[config.mk]
export PLATFORM = sky130hd
export DESIGN_NAME = ram_port_arbiter
export DESIGN_NICKNAME = d
export VERILOG_FILES = /design/src/rtl/ram_port_arbiter_pkg.sv /design/src/rtl/ram_port_arbiter_win.sv /design/src/rtl/ram_port_arbiter.sv
export SDC_FILE = /design/constraint.sdc
export NUM_CORES = 1
export LEC_CHECK = 0
export ABC_AREA = 0
export BUFFER_PORTS_ARGS = -buffer_cell sky130_fd_sc_hd__buf_2
export CORE_MARGIN = 3
export CORE_UTILIZATION = 55
export CTS_BUF_LIST = sky130_fd_sc_hd__clkbuf_8
export DETAILED_ROUTE_END_ITERATION = 7
export GPL_TIMING_DRIVEN = 0
export MAX_ROUTING_LAYER = met4
export PLACE_DENSITY = 0.83
export RECOVER_POWER = 25
export SLEW_MARGIN = 20
export SYNTH_ARGS = -nofsm -noshare
export SYNTH_HDL_FRONTEND = slang
export SYNTH_SLANG_ARGS = --single-unit
[constraint.sdc]
create_clock -name clk -period 5.2 [get_ports clk]
set_clock_uncertainty 0.2 [all_clocks]
set_input_delay 0.52 -clock clk [delete_from_list [all_inputs] [get_ports clk]]
set_output_delay 0.52 -clock clk [all_outputs]
set_load 0.05 [all_outputs]
[src/rtl/ram_port_arbiter_pkg.sv]
// ---------------------------------------------------------------------------
// ram_port_arbiter_pkg
// Shared definitions for the RAM port arbiter slice.
//   arb_state_t : arbiter ownership state (flash load, CPU run, halt pending,
//                 diagnostics halted)
//   DEF_*       : default parameter values used by the top and win_match
// ---------------------------------------------------------------------------
package ram_port_arbiter_pkg;

   localparam int DEF_ADDR_W   = 16;
   localparam int DEF_DATA_W   = 8;
   localparam int DEF_N_WIN    = 2;
   localparam int DEF_WIN_AW   = 11;
   localparam int DEF_HALT_TMO = 1024;

   typedef enum logic [1:0] {
      ST_LOAD      = 2'd0,
      ST_RUN       = 2'd1,
      ST_HALT_PEND = 2'd2,
      ST_HALTED    = 2'd3
   } arb_state_t;

endpackage

[src/rtl/ram_port_arbiter_win.sv]
// ---------------------------------------------------------------------------
// win_match
// One write-capture window: holds its [start, end) table entry, compares the
// muxed RAM write against it and registers the strobe plus window-local
// address.
// Ports:
//   clk_i, rst_i            : clock, synchronous active-high reset
//   cfgWe_i                 : table write for this entry (already decoded)
//   cfgStart_i, cfgEnd_i    : new start / end (end exclusive)
//   ramAddr_i, ramCs_i,
//   ramWe_i                 : muxed RAM request being observed
//   winWe_o                 : registered hit strobe
//   winAddr_o               : registered (ramAddr - start), truncated
// WIN_AW is expected to be no wider than ADDR_W.
// ---------------------------------------------------------------------------
module win_match
   import ram_port_arbiter_pkg::*;
#(
   parameter int ADDR_W = DEF_ADDR_W,
   parameter int WIN_AW = DEF_WIN_AW
) (
   input  logic              clk_i,
   input  logic              rst_i,
   input  logic              cfgWe_i,
   input  logic [ADDR_W-1:0] cfgStart_i,
   input  logic [ADDR_W-1:0] cfgEnd_i,
   input  logic [ADDR_W-1:0] ramAddr_i,
   input  logic              ramCs_i,
   input  logic              ramWe_i,
   output logic              winWe_o,
   output logic [WIN_AW-1:0] winAddr_o
);

   logic [ADDR_W-1:0] start_q;
   logic [ADDR_W-1:0] end_q;
   logic              winWe_q;
   logic [WIN_AW-1:0] winAddr_q;

   logic              enabled;
   logic              hit;
   logic [WIN_AW-1:0] winAddr_d;

   // A window with start >= end is treated as disabled. The hit is computed
   // from the table contents before any same-cycle config write lands.
   always_comb begin
      enabled   = (start_q < end_q);
      hit       = ramCs_i & ramWe_i & enabled &
                  (ramAddr_i >= start_q) & (ramAddr_i < end_q);
      winAddr_d = WIN_AW'(ramAddr_i - start_q);
   end

   // Table entry and output registers; the offset is registered every cycle
   // and is only meaningful alongside a strobe.
   always_ff @(posedge clk_i) begin
      if (rst_i) begin
         start_q   <= '0;
         end_q     <= '0;
         winWe_q   <= 1'b0;
         winAddr_q <= '0;
      end else begin
         if (cfgWe_i) begin
            start_q <= cfgStart_i;
            end_q   <= cfgEnd_i;
         end
         winWe_q   <= hit;
         winAddr_q <= winAddr_d;
      end
   end

   assign winWe_o   = winWe_q;
   assign winAddr_o = winAddr_q;

endmodule

[src/rtl/ram_port_arbiter.sv]
// ---------------------------------------------------------------------------
// ram_port_arbiter
// Arbitrates a single RAM port between a flash loader (at boot), the CPU bus
// (normal run) and a diagnostics port (while the CPU is halted), and mirrors
// every RAM write that lands in a configurable address window onto a
// registered capture port.
// Ports:
//   clk, rst                         : clock, synchronous active-high reset
//   load_done                        : flash image load finished
//   fl_*   / cpu_* / diag_*          : requestor address, wdata, cs, we
//   phi2                             : asynchronous CPU clock (halt point)
//   diag_halt_req                    : diagnostics wants the RAM (level)
//   ram_*                            : muxed RAM port (combinational)
//   rdy, halt_ack, cpu_oe            : CPU ready, diag owns RAM, CPU bus drive
//   win_cfg_we/idx/start/end         : window table write
//   win_we, win_addr, win_wdata      : registered window capture outputs
// ---------------------------------------------------------------------------
module ram_port_arbiter
   import ram_port_arbiter_pkg::*;
#(
   parameter int ADDR_W   = DEF_ADDR_W,
   parameter int DATA_W   = DEF_DATA_W,
   parameter int N_WIN    = DEF_N_WIN,
   parameter int WIN_AW   = DEF_WIN_AW,
   parameter int HALT_TMO = DEF_HALT_TMO,
   localparam int IDX_W   = (N_WIN > 1) ? $clog2(N_WIN) : 1
) (
   input  logic                    clk,
   input  logic                    rst,
   input  logic                    load_done,
   input  logic [ADDR_W-1:0]       fl_addr,
   input  logic [DATA_W-1:0]       fl_wdata,
   input  logic                    fl_cs,
   input  logic                    fl_we,
   input  logic [ADDR_W-1:0]       cpu_addr,
   input  logic [DATA_W-1:0]       cpu_wdata,
   input  logic                    cpu_cs,
   input  logic                    cpu_we,
   input  logic                    phi2,
   input  logic                    diag_halt_req,
   input  logic [ADDR_W-1:0]       diag_addr,
   input  logic [DATA_W-1:0]       diag_wdata,
   input  logic                    diag_cs,
   input  logic                    diag_we,
   output logic [ADDR_W-1:0]       ram_addr,
   output logic [DATA_W-1:0]       ram_wdata,
   output logic                    ram_cs,
   output logic                    ram_we,
   output logic                    rdy,
   output logic                    halt_ack,
   output logic                    cpu_oe,
   input  logic                    win_cfg_we,
   input  logic [IDX_W-1:0]        win_cfg_idx,
   input  logic [ADDR_W-1:0]       win_cfg_start,
   input  logic [ADDR_W-1:0]       win_cfg_end,
   output logic [N_WIN-1:0]        win_we,
   output logic [N_WIN*WIN_AW-1:0] win_addr,
   output logic [DATA_W-1:0]       win_wdata
);

   localparam int CNT_W = $clog2(HALT_TMO) + 1;

   arb_state_t        state_q;
   arb_state_t        state_d;
   logic [CNT_W-1:0]  haltCnt_q;
   logic [CNT_W-1:0]  haltCnt_d;
   logic              phi2Meta_q;
   logic              phi2Sync_q;
   logic              phi2Prev_q;
   logic [DATA_W-1:0] winWdata_q;

   logic              phi2Fall;
   logic              haltTimeout;

   // phi2 is asynchronous: two flops to resolve metastability, a third to
   // remember the previous synchronised level for edge detection. All reset
   // high so that reset itself never looks like a falling edge.
   always_ff @(posedge clk) begin
      if (rst) begin
         phi2Meta_q <= 1'b1;
         phi2Sync_q <= 1'b1;
         phi2Prev_q <= 1'b1;
      end else begin
         phi2Meta_q <= phi2;
         phi2Sync_q <= phi2Meta_q;
         phi2Prev_q <= phi2Sync_q;
      end
   end

   assign phi2Fall    = phi2Prev_q & ~phi2Sync_q;
   assign haltTimeout = (haltCnt_q == CNT_W'(HALT_TMO - 1));

   // State and halt-timeout counter registers.
   always_ff @(posedge clk) begin
      if (rst) begin
         state_q   <= ST_LOAD;
         haltCnt_q <= '0;
      end else begin
         state_q   <= state_d;
         haltCnt_q <= haltCnt_d;
      end
   end

   // Next-state logic. A withdrawn halt request wins over a phi2 edge or a
   // timeout seen in the same cycle. The counter only advances while a halt
   // is pending, so it always starts from zero on entry.
   always_comb begin
      state_d   = state_q;
      haltCnt_d = '0;
      case (state_q)
         ST_LOAD: begin
            if (load_done) begin
               state_d = ST_RUN;
            end
         end
         ST_RUN: begin
            if (diag_halt_req) begin
               state_d = ST_HALT_PEND;
            end
         end
         ST_HALT_PEND: begin
            haltCnt_d = haltCnt_q + 1'b1;
            if (!diag_halt_req) begin
               state_d = ST_RUN;
            end else if (phi2Fall || haltTimeout) begin
               state_d = ST_HALTED;
            end
         end
         ST_HALTED: begin
            if (!diag_halt_req) begin
               state_d = ST_RUN;
            end
         end
         default: begin
            state_d = ST_LOAD;
         end
      endcase
   end

   // RAM port mux and CPU-side handshake outputs, purely from current state.
   // The CPU keeps the RAM while a halt is pending; it just is not ready.
   always_comb begin
      ram_addr  = fl_addr;
      ram_wdata = fl_wdata;
      ram_cs    = fl_cs;
      ram_we    = fl_we;
      rdy       = 1'b0;
      halt_ack  = 1'b0;
      cpu_oe    = 1'b0;
      case (state_q)
         ST_LOAD: begin
            ram_addr  = fl_addr;
            ram_wdata = fl_wdata;
            ram_cs    = fl_cs;
            ram_we    = fl_we;
         end
         ST_RUN: begin
            ram_addr  = cpu_addr;
            ram_wdata = cpu_wdata;
            ram_cs    = cpu_cs;
            ram_we    = cpu_we;
            rdy       = 1'b1;
            cpu_oe    = cpu_cs & ~cpu_we;
         end
         ST_HALT_PEND: begin
            ram_addr  = cpu_addr;
            ram_wdata = cpu_wdata;
            ram_cs    = cpu_cs;
            ram_we    = cpu_we;
         end
         ST_HALTED: begin
            ram_addr  = diag_addr;
            ram_wdata = diag_wdata;
            ram_cs    = diag_cs;
            ram_we    = diag_we;
            halt_ack  = 1'b1;
         end
         default: begin
            ram_cs = 1'b0;
            ram_we = 1'b0;
         end
      endcase
   end

   // Captured write data is shared by all windows; the per-window strobe
   // tells the consumer whether it applies.
   always_ff @(posedge clk) begin
      if (rst) begin
         winWdata_q <= '0;
      end else begin
         winWdata_q <= ram_wdata;
      end
   end

   assign win_wdata = winWdata_q;

   // One matcher per window. An index outside the table decodes to no entry,
   // so such config writes are dropped.
   for (genvar i = 0; i < N_WIN; i++) begin : g_win
      logic cfgSel;
      assign cfgSel = win_cfg_we && (32'(win_cfg_idx) == i);

      win_match #(
         .ADDR_W (ADDR_W),
         .WIN_AW (WIN_AW)
      ) u_win_match (
         .clk_i      (clk),
         .rst_i      (rst),
         .cfgWe_i    (cfgSel),
         .cfgStart_i (win_cfg_start),
         .cfgEnd_i   (win_cfg_end),
         .ramAddr_i  (ram_addr),
         .ramCs_i    (ram_cs),
         .ramWe_i    (ram_we),
         .winWe_o    (win_we[i]),
         .winAddr_o  (win_addr[i*WIN_AW +: WIN_AW])
      );
   end

endmodule

After elaboration in Yosys (flattened, before gate mapping)
Cells that the tools add are included.
Widths: inputs -> output; s select.
- bits in registers: 112
- bits of input ports: 117
- add/sub/neg operators: 3
- magnitude comparators: 6
- equality and inequality tests: 8
- mux-type cells: 13
- bitwise gates (word level): 13
- reduce and logical (&&, ||, !) cells: 7
- operator list (kind ; count):
    $lt 16x16->1 ; 4
    $pmux 16 s3 ; 1
    $ge 16x16->1 ; 2
    $pmux 8 s3 ; 1
    $sub 11x11->11 ; 2
    $add 11x1->11 const B ; 1
    $eq 11x10->1 const B ; 1
    $mux 2 ; 5
    $and 1x1->1 ; 9
    $pmux 2 s4 ; 1
    $ne 2x2->1 const B ; 3
    $pmux 1 s3 ; 2
    $eq 2x2->1 const B ; 2
    $not 1->1 ; 4
    $reduce_and 4->1 ; 1
    $reduce_or 2->1 ; 2
    $mux 1 ; 3
    $ne 3x3->1 const B ; 1
    $eq 2x1->1 const B ; 1
    $logic_and 1x1->1 ; 2
    $logic_not 2->1 ; 1
    $logic_or 1x1->1 ; 1

Depth between registers and ports, before layout
Gate-level depths: netlist of the first run.
- word-level depth: 7
- gate-level depth with buffers: 14

By module
Synthesis of the first run repeated with hierarchy kept, for this count alone.
- cells, all modules: 808
- area, all modules: 7014.2 sq um
- modules (own cells, without submodules) (module ; times used ; cells each ; area an instance (sq um)):
    win_match (g_win[1].u_win_match) ; 1 ; 318 ; 2817.7
    win_match (g_win[0].u_win_match) ; 1 ; 302 ; 2710.1
    ram_port_arbiter ; 1 ; 188 ; 1486.4

Worst setup path before layout of the first run
OpenSTA, ideal clock, no wires.
- kind: register to register
- start point: register state_q[0]
- end point: register g_win[0].u_win_match.winAddr_q[9]
- arrival: 4.983 ns
- required time: 4.872 ns
- slack: -0.110 ns
- stages on the path, launching flop included: 14
- path buffers: 3
- clock period less this slack: 5.310 ns
- cells stage by stage: dfxtp_1 ha_1 clkbuf_1 buf_1 buf_1 a22oi_1 o21ai_0 ha_1 nor2b_1 o31a_1 o31a_1 o21ai_0 xor2_1 nor2_1
- word-level cells in the longest chain between the ends: 4
- elaborated cells between the ends (all ways): 7
- those cells by class: 1 x add/sub; 3 x eq/ne; 1 x mux; 2 x reduce/logical
- RTL lines (what ; line ; RTL):
    start, declared ; ram_port_arbiter.sv:63 ; arb_state_t state_q;
    start signal, assigned ; ram_port_arbiter.sv:99 ; state_q <= state_d;
    $eq 2x2->1 or $eq 2x1->1 (tied branches) ; ram_port_arbiter.sv:150 ; case (state_q)
    $reduce_or 2->1 (no line) ; n/a ;
    $pmux 16 s3 * ; ram_port_arbiter.sv:150 ;
    net ram_addr[1] ; ram_port_arbiter.sv:45 ; output logic [ADDR_W-1:0] ram_addr,
    $sub 11x11->11 * ; ram_port_arbiter_win.sv:49 ; winAddr_d = WIN_AW'(ramAddr_i - start_q);
    end signal, assigned ; ram_port_arbiter_win.sv:66 ; winAddr_q <= winAddr_d;
    end, declared ; ram_port_arbiter_win.sv:37 ; logic [WIN_AW-1:0] winAddr_q;
The timed path passes the listed nets; every way through them passes the cells marked *.
A chain may end at the register's enable or synchronous reset.

Final worst setup path of the first run
- start point: register state_q[0]
- end point: register g_win[1].u_win_match.winWe_q
- word-level cells in the longest chain between the ends: 7
- elaborated cells between the ends (all ways): 14
- those cells by class: 2 x order compare; 3 x eq/ne; 3 x mux; 4 x bitwise; 2 x reduce/logical
- RTL lines (what ; line ; RTL):
    branches (longest 6 deep; another with $ge 16x16->1) ; n/a ;
    $and 1x1->1 * ; ram_port_arbiter_win.sv:48 ; (ramAddr_i >= start_q) & (ramAddr_i < end_q);
    end signal, assigned ; ram_port_arbiter_win.sv:65 ; winWe_q <= hit;
    end, declared ; ram_port_arbiter_win.sv:36 ; logic winWe_q;
Every way passes the cells marked *.

==> results of run 1 <==
sequential cells by signal (all words and copies together), names as in the netlist:
signal and flops:
win_wdata 8, phi2Meta_q 1, g_win.u_win_match.end_q 32, state_q 2, g_win.u_win_match.winAddr_o 22, g_win.u_win_match.winWe_o 2
g_win.u_win_match.start_q 32, phi2Prev_q 1, haltCnt_q 11, phi2Sync_q 1
cells by family (layout without fill, tap and decap cells):
group                    Yosys count  after routing  synth area share
XOR/XNOR                          18             18           0.02321
adder cells (fa/ha/maj)          100            100            0.1864
buffers and inverters            110            303           0.06189
multiplexers                       1              1          0.001474
AO/OA/AOI/OAI                    243            243            0.2164
AND/OR/NAND/NOR                  278            278            0.1805
flip-flops                       112            112            0.3301
cell type report:
type	instances	area, sq um	area share
multi-input combinational	640	4130	0.5108
tap	164	205.2	0.02538
buffer	40	157.7	0.01950
sequential	112	2242	0.2773
clock buffer	9	123.9	0.01532
inverter	70	262.8	0.03250
clock inverter	7	80.08	0.009904
timing repair buffer	177	883.3	0.1093
report_power, final:
part | internal, mW | leakage (nW) | switching [mW]
sequential | 0.933 | 0.919 | 0.0290
combinational | 0.390 | 2.47 | 0.852
clock | 0.228 | 0.0953 | 0.319
total | 1.55 | 3.48 | 1.20
cells in the final DEF, fill, tap and decap left out, drive strengths merged, types with 5 or more instances in the layout:
cell / instances
nor2b: 13
buf: 181
nand3: 11
a21oi: 95
xnor2: 7
nand2b: 5
ha: 98
clkbuf: 45
nand4: 12
xor2: 11
nor3: 5
nor2: 39
a211oi: 16
a22oi: 26
o21a: 15
dfxtp: 112
nor4: 6
o21ai: 56
inv: 72
nand2: 169
a21o: 6
path summary, 6_finish.rpt:
path	start	end	slack, ns	cells after the start
hold reg to reg	phi2Meta_q	phi2Sync_q	0.24	1
hold / removal	phi2	phi2Meta_q	0.10	2
setup reg to reg	state_q[0]	g_win[1].u_win_match.winWe_o	0.34	14
setup / recovery	state_q[0]	g_win[1].u_win_match.winWe_o	0.34	14
timing repair:
action                     in CTS  in global routing
setup endpoints to repair       0                  1
buffers inserted                0                  0
hold endpoints to repair        0                  0
gates resized for setup         0                  1
hold buffers                    0                  0
per-layer routing:
| layer | share of wire | global-route usage | routed length (um) |
|---|---|---|---|
| met1 | 0.40 | 0.3640 | 8250 |
| met2 | 0.48 | 0.5271 | 9886 |
| met3 | 0.079 | 0.04987 | 1634 |
| met4 | 0.040 | 0.1414 | 823 |
| met5 | 0 | - | 0 |
==> results.py, run 1 <==
metrics = {
    "cells_and_area": {
        "fin_area_sq_um": 8085,
        "n_antenna_cell": 0,
        "final_cells": 1219,
        "drive_gt1_frac": 0.1924,
        "fin_nets": 1267,
        "postLayoutCoreUtil": 0.6875,
        "fillers": 1061,
        "area_growth_pct": 19.03,
    },
    "place": {
        "dpl.cell_count": 1203,
        "pre_cts_slack_ns": 0.3607,
        "placed_area_sq_um": 7884,
        "port-buffer-count": 177,
        "hpwl_mm": 16.69,
        "gp_congestion": 0.9364,
    },
    "synthesis": {
        "seq_area_frac_synth": 0.3301,
        "synth_flop_cell": "dfxtp_1",
        "synthesis.nets": 1079,
        "avgSynthCellArea_sq_um": 7.880,
        "synth_top_area_frac": 0.3301,
        "async_flop_share": 0,
        "synth_edf_count": 0,
        "syn_inst": 862,
        "synth_area_leaders": "dfxtp_1 33%, ha_1 18%, nand2_1 9.3%",
        "yosysMostFrequentCell": "nand2_1",
        "synth_largest_area_cell": "dfxtp_1",
        "yosys-top-cells-count": "169 x nand2_1, 112 x dfxtp_1, 98 x ha_1, 94 x a21oi_1, 70 x inv_1",
        "ys_ff_latch": 112,
        "yosys_warnings": 0,
        "netlist_area_sq_um": 6793,
        "synth_cell_types": 53,
    },
    "worst_setup_path": {
        "cp-end-kind": "flop",
        "crit_slowest_cell": "o21ai_0",
        "worst-path-buf-inv": 4,
        "cp-start-kind": "flop",
        "path_cells": "inv_1 > ha_1 > clkbuf_1 > buf_1 > clkbuf_1 > a22oi_1 > o21ai_0 > ha_1 > o21a_1 > o211ai_1 > a21oi_1 > o32ai_1 > nor4bb_1 > o211a_1",
        "slowest_delay_ns": 0.94,
        "cpLargestDelayFamily": "compound AO/OA/AOI/OAI gates",
        "critPathKind": "reg -> reg",
        "worst-endpoint-required_ns": 5.30,
        "cp_max_fo": 10,
        "worstPathArrival_ns": 4.97,
    },
    "timing": {
        "rsz0062_at_grt": "no",
        "min_period_ns": 4.864,
        "finalSetupViolations": 0,
        "setup_slack_ns": 0.3359,
        "fmax_ghz": 0.2056,
        "hold_ws_ns": 0.1033,
        "slew_headroom": 0.2014,
        "fin_crit_sh": 0.9354,
        "drv_slew": 0,
        "worstMarginPinSlew_ns": 1.185,
        "tns_ns": 0,
        "finalHoldViolations": 0,
    },
    "floorplanning": {
        "dieHeight_um": 117.1,
        "rows": 39,
        "dieArea_sq_um": 13720,
        "io_pins": 178,
        "core_area_sq_um": 11760,
        "die_x_um": 117.1,
        "start_util": 0.5776,
    },
    "clock_network": {
        "clk_pin_slew_worst_paths_ns": 0.11,
        "cts_tree": "yes",
        "clockRootBuffer": "clkbuf_8",
        "insertion_delay_ns": 0.40,
        "clock-sinks": 112,
        "clockBufferDepth": 2,
        "h-tree-depth": 3,
        "cts_buffers": 9,
    },
    "routing": {
        "post_drt_wl_per_cell_um": 16.89,
        "drtAntennaViolNets": 0,
        "initialDrtViolationCount": 459,
        "vias_per_cell": 5.605,
        "wl_mm": 20.59,
        "drc_errors": 0,
        "vias": 6833,
        "firstDrtPassIters": 7,
    },
    "global_route": {
        "grt-ovfl-total": 0,
        "grtUsageTotal": 0.3117,
        "grt_antenna_before_repair": 0,
        "grt_start_max_net_pins": 20,
        "grt_pass1_vias": 6666,
        "grt_pass1_wl_mm": 32.03,
    },
    "pwr": {
        "peakVddDrop_v": 0.0001975,
        "total_power_mw": 2.751,
        "power.leakage_nw": 3.480,
        "p_per_area_nw_per_um2": 340.3,
    },
    "worst_hold_path": {
        "hold_path_class": "in -> reg",
    },
    "run": {
        "cap_violations": 0,
    },
    "run_status": {
        "outcome": "finished, final reports clean",
    },
}
(Power assumes the default switching activity.)
==> run 2, diff against run 1 <==
CORE_MARGIN = not set   (was 3)
SETUP_SLACK_MARGIN = 0.4   (was not set)
==> results.py, run 2 (synthesized netlist as in run 1, its figures left out) <==
metrics = {
    "worst_setup_path": {
        "worst-path-buf-inv": 4,
        "rrSetupSlack_ns": 0.67,
        "worst-endpoint-required_ns": 5.26,
        "worstPathArrival_ns": 4.59,
        "crit_slowest_cell": "o21ai_1",
        "cp-start-kind": "flop",
        "reg2reg_from": "state_q[0]",
        "cp_max_fo": 10,
        "slowest_delay_ns": 0.59,
        "path_cells": "inv_1 > ha_1 > clkbuf_1 > buf_1 > clkbuf_1 > a22oi_1 > o21ai_1 > ha_1 > or4_1 > o21ai_0 > a21oi_1 > a31oi_1 > xor2_1 > nor2_1",
        "cpLargestDelayFamily": "buffers and inverters",
        "worstReg2RegEnd": "g_win[1].u_win_match.winAddr_o[10]",
        "ff2ff_path_depth": 14,
        "cp-end-kind": "flop",
        "critPathKind": "reg -> reg",
    },
    "routing": {
        "wl_mm": 19.64,
        "firstDrtPassIters": 5,
        "vias_per_cell": 5.596,
        "initialDrtViolationCount": 398,
        "drc_errors": 0,
        "vias": 6732,
        "drtAntennaViolNets": 0,
        "post_drt_wl_per_cell_um": 16.32,
    },
    "worst_hold_path": {
        "holdPathEnd": "phi2Meta_q",
        "worstHoldStart": "phi2",
        "hold_depth": 2,
        "hold_path_class": "in -> reg",
    },
    "cells_and_area": {
        "drive_gt1_frac": 0.1915,
        "area_growth_pct": 18.38,
        "fin_nets": 1267,
        "fin_area_sq_um": 8041,
        "mostFrequentLayoutCell": "buf_2",
        "most-common-layout-cells": "175 x buf_2, 169 x nand2_1, 112 x dfxtp_1, 98 x ha_1, 94 x a21oi_1",
    },
    "pwr": {
        "peakVddDrop_v": 0.0002265,
        "power.leakage_nw": 3.481,
        "p_per_area_nw_per_um2": 334.9,
    },
    "place": {
        "gp_congestion": 0.9617,
        "port-buffer-count": 177,
        "placed_area_sq_um": 7863,
        "hpwl_mm": 15.95,
    },
    "floorplanning": {
        "rows": 40,
        "die_x_um": 113.1,
        "dieArea_sq_um": 12800,
        "core_area_sq_um": 12010,
        "start_util": 0.5655,
        "io_pins": 178,
        "dieHeight_um": 113.1,
    },
    "timing": {
        "hold_ws_ns": 0.1200,
        "rsz0062_at_grt": "no",
        "worstMarginPinSlew_ns": 1.054,
        "slew_headroom": 0.2902,
        "tns_ns": 0,
        "finalHoldViolations": 0,
        "fin_crit_sh": 0.8703,
        "drv_slew": 0,
        "fmax_ghz": 0.2210,
        "finalSetupViolations": 0,
        "min_period_ns": 4.526,
    },
    "global_route": {
        "grt_start_max_net_pins": 18,
        "grt_pass1_wl_mm": 30.55,
        "grtUsageTotal": 0.3184,
        "grt-ovfl-total": 0,
        "grt_pass1_vias": 6300,
        "grt_antenna_before_repair": 1,
    },
    "clock_network": {
        "post-cts-setup-buffers": 0,
        "cts_tree": "yes",
        "clockRootBuffer": "clkbuf_8",
        "insertion_delay_ns": 0.39,
        "h-tree-depth": 3,
        "clk_pin_slew_worst_paths_ns": 0.11,
        "clockBufferDepth": 2,
        "clock-sinks": 112,
        "cts_buffers": 9,
    },
    "run": {
        "cap_violations": 0,
    },
    "run_status": {
        "outcome": "finished, final reports clean",
    },
}
-- run 2: changes by cell type in the layout (fill, tap and decap cells not counted) --
cell / previous run / this run
o21ai_0: 51 / 45
o21ai_2: 0 / 1
inv_8: 2 / 0
clkbuf_8: 9 / 10
clkinv_4: 0 / 2
diode_2: 0 / 1
bufinv_16: 1 / 0
o21ai_1: 5 / 10
clkinvlp_4: 3 / 1
inv_1: 70 / 72
-- run 2: worst max-delay path by stage --
stage | start | to | slack, ns | depth (start not counted)
floorplan | state_q[0] | g_win[1].u_win_match.winWe_o | 0.42 | 13
global placement | state_q[0] | g_win[1].u_win_match.winAddr_o[7] | 0.65 | 14
detailed placement | state_q[0] | g_win[1].u_win_match.winWe_o | 0.64 | 14
CTS | state_q[0] | g_win[1].u_win_match.winAddr_o[7] | 0.60 | 14
global route | state_q[0] | g_win[1].u_win_match.winAddr_o[7] | 0.47 | 14
finish | state_q[0] | g_win[1].u_win_match.winAddr_o[10] | 0.67 | 14
-- run 2: final cells by class --
cell class                 instances  area [sq um]
inverter                          70         262.8
buffer                            40         157.7
sequential                       112          2242
fill                            1068          3970
multi-input combinational        640          4134
antenna                            1         2.502
clock buffer                      10         137.6
clock inverter                     6         37.54
tap                              147         183.9
timing repair buffer             177         883.3
-- run 2: layer usage --
metal	vias up	GRT usage	share of wire
met5	-	-	0
met4	0	0.1640	0.045
met3	66	0.06909	0.068
met2	271	0.5268	0.47
met1	3026	0.3627	0.42
li1	3369	-	-
-- run 2: power by group --
| part | internal (mW) | switching [mW] |
|---|---|---|
| combinational | 0.390 | 0.844 |
| sequential | 0.933 | 0.0287 |
| clock | 0.186 | 0.311 |
| total | 1.51 | 1.18 |
-- run 2: metrics by stage --
stage                     utilization  total power, mW  cells  setup slack (ns)
final                          0.6695            2.693   1203            0.6744
after global routing           0.6695            2.848   1203            0.4720
after CTS                      0.6692            2.683   1202            0.5994
after detailed placement       0.6546            2.200   1186            0.6391
after global placement         0.6546            2.176   1186            0.6542
after floorplan                     -            1.875    862            0.4212
-- run 2: worst register-to-register path, stage by stage (launching register included) --
cell	delay, ns
dfxtp_1	0.42
inv_1	0.09
ha_1	0.28
clkbuf_1	0.30
buf_1	0.44
clkbuf_1	0.39
a22oi_1	0.13
o21ai_1	0.59
ha_1	0.40
or4_1	0.52
o21ai_0	0.10
a21oi_1	0.11
a31oi_1	0.22
xor2_1	0.16
nor2_1	0.07
-- run 2: what timing repair did --
action,in CTS,in global routing
hold buffers,0,0
setup endpoints to repair,0,5
resized for setup,0,3
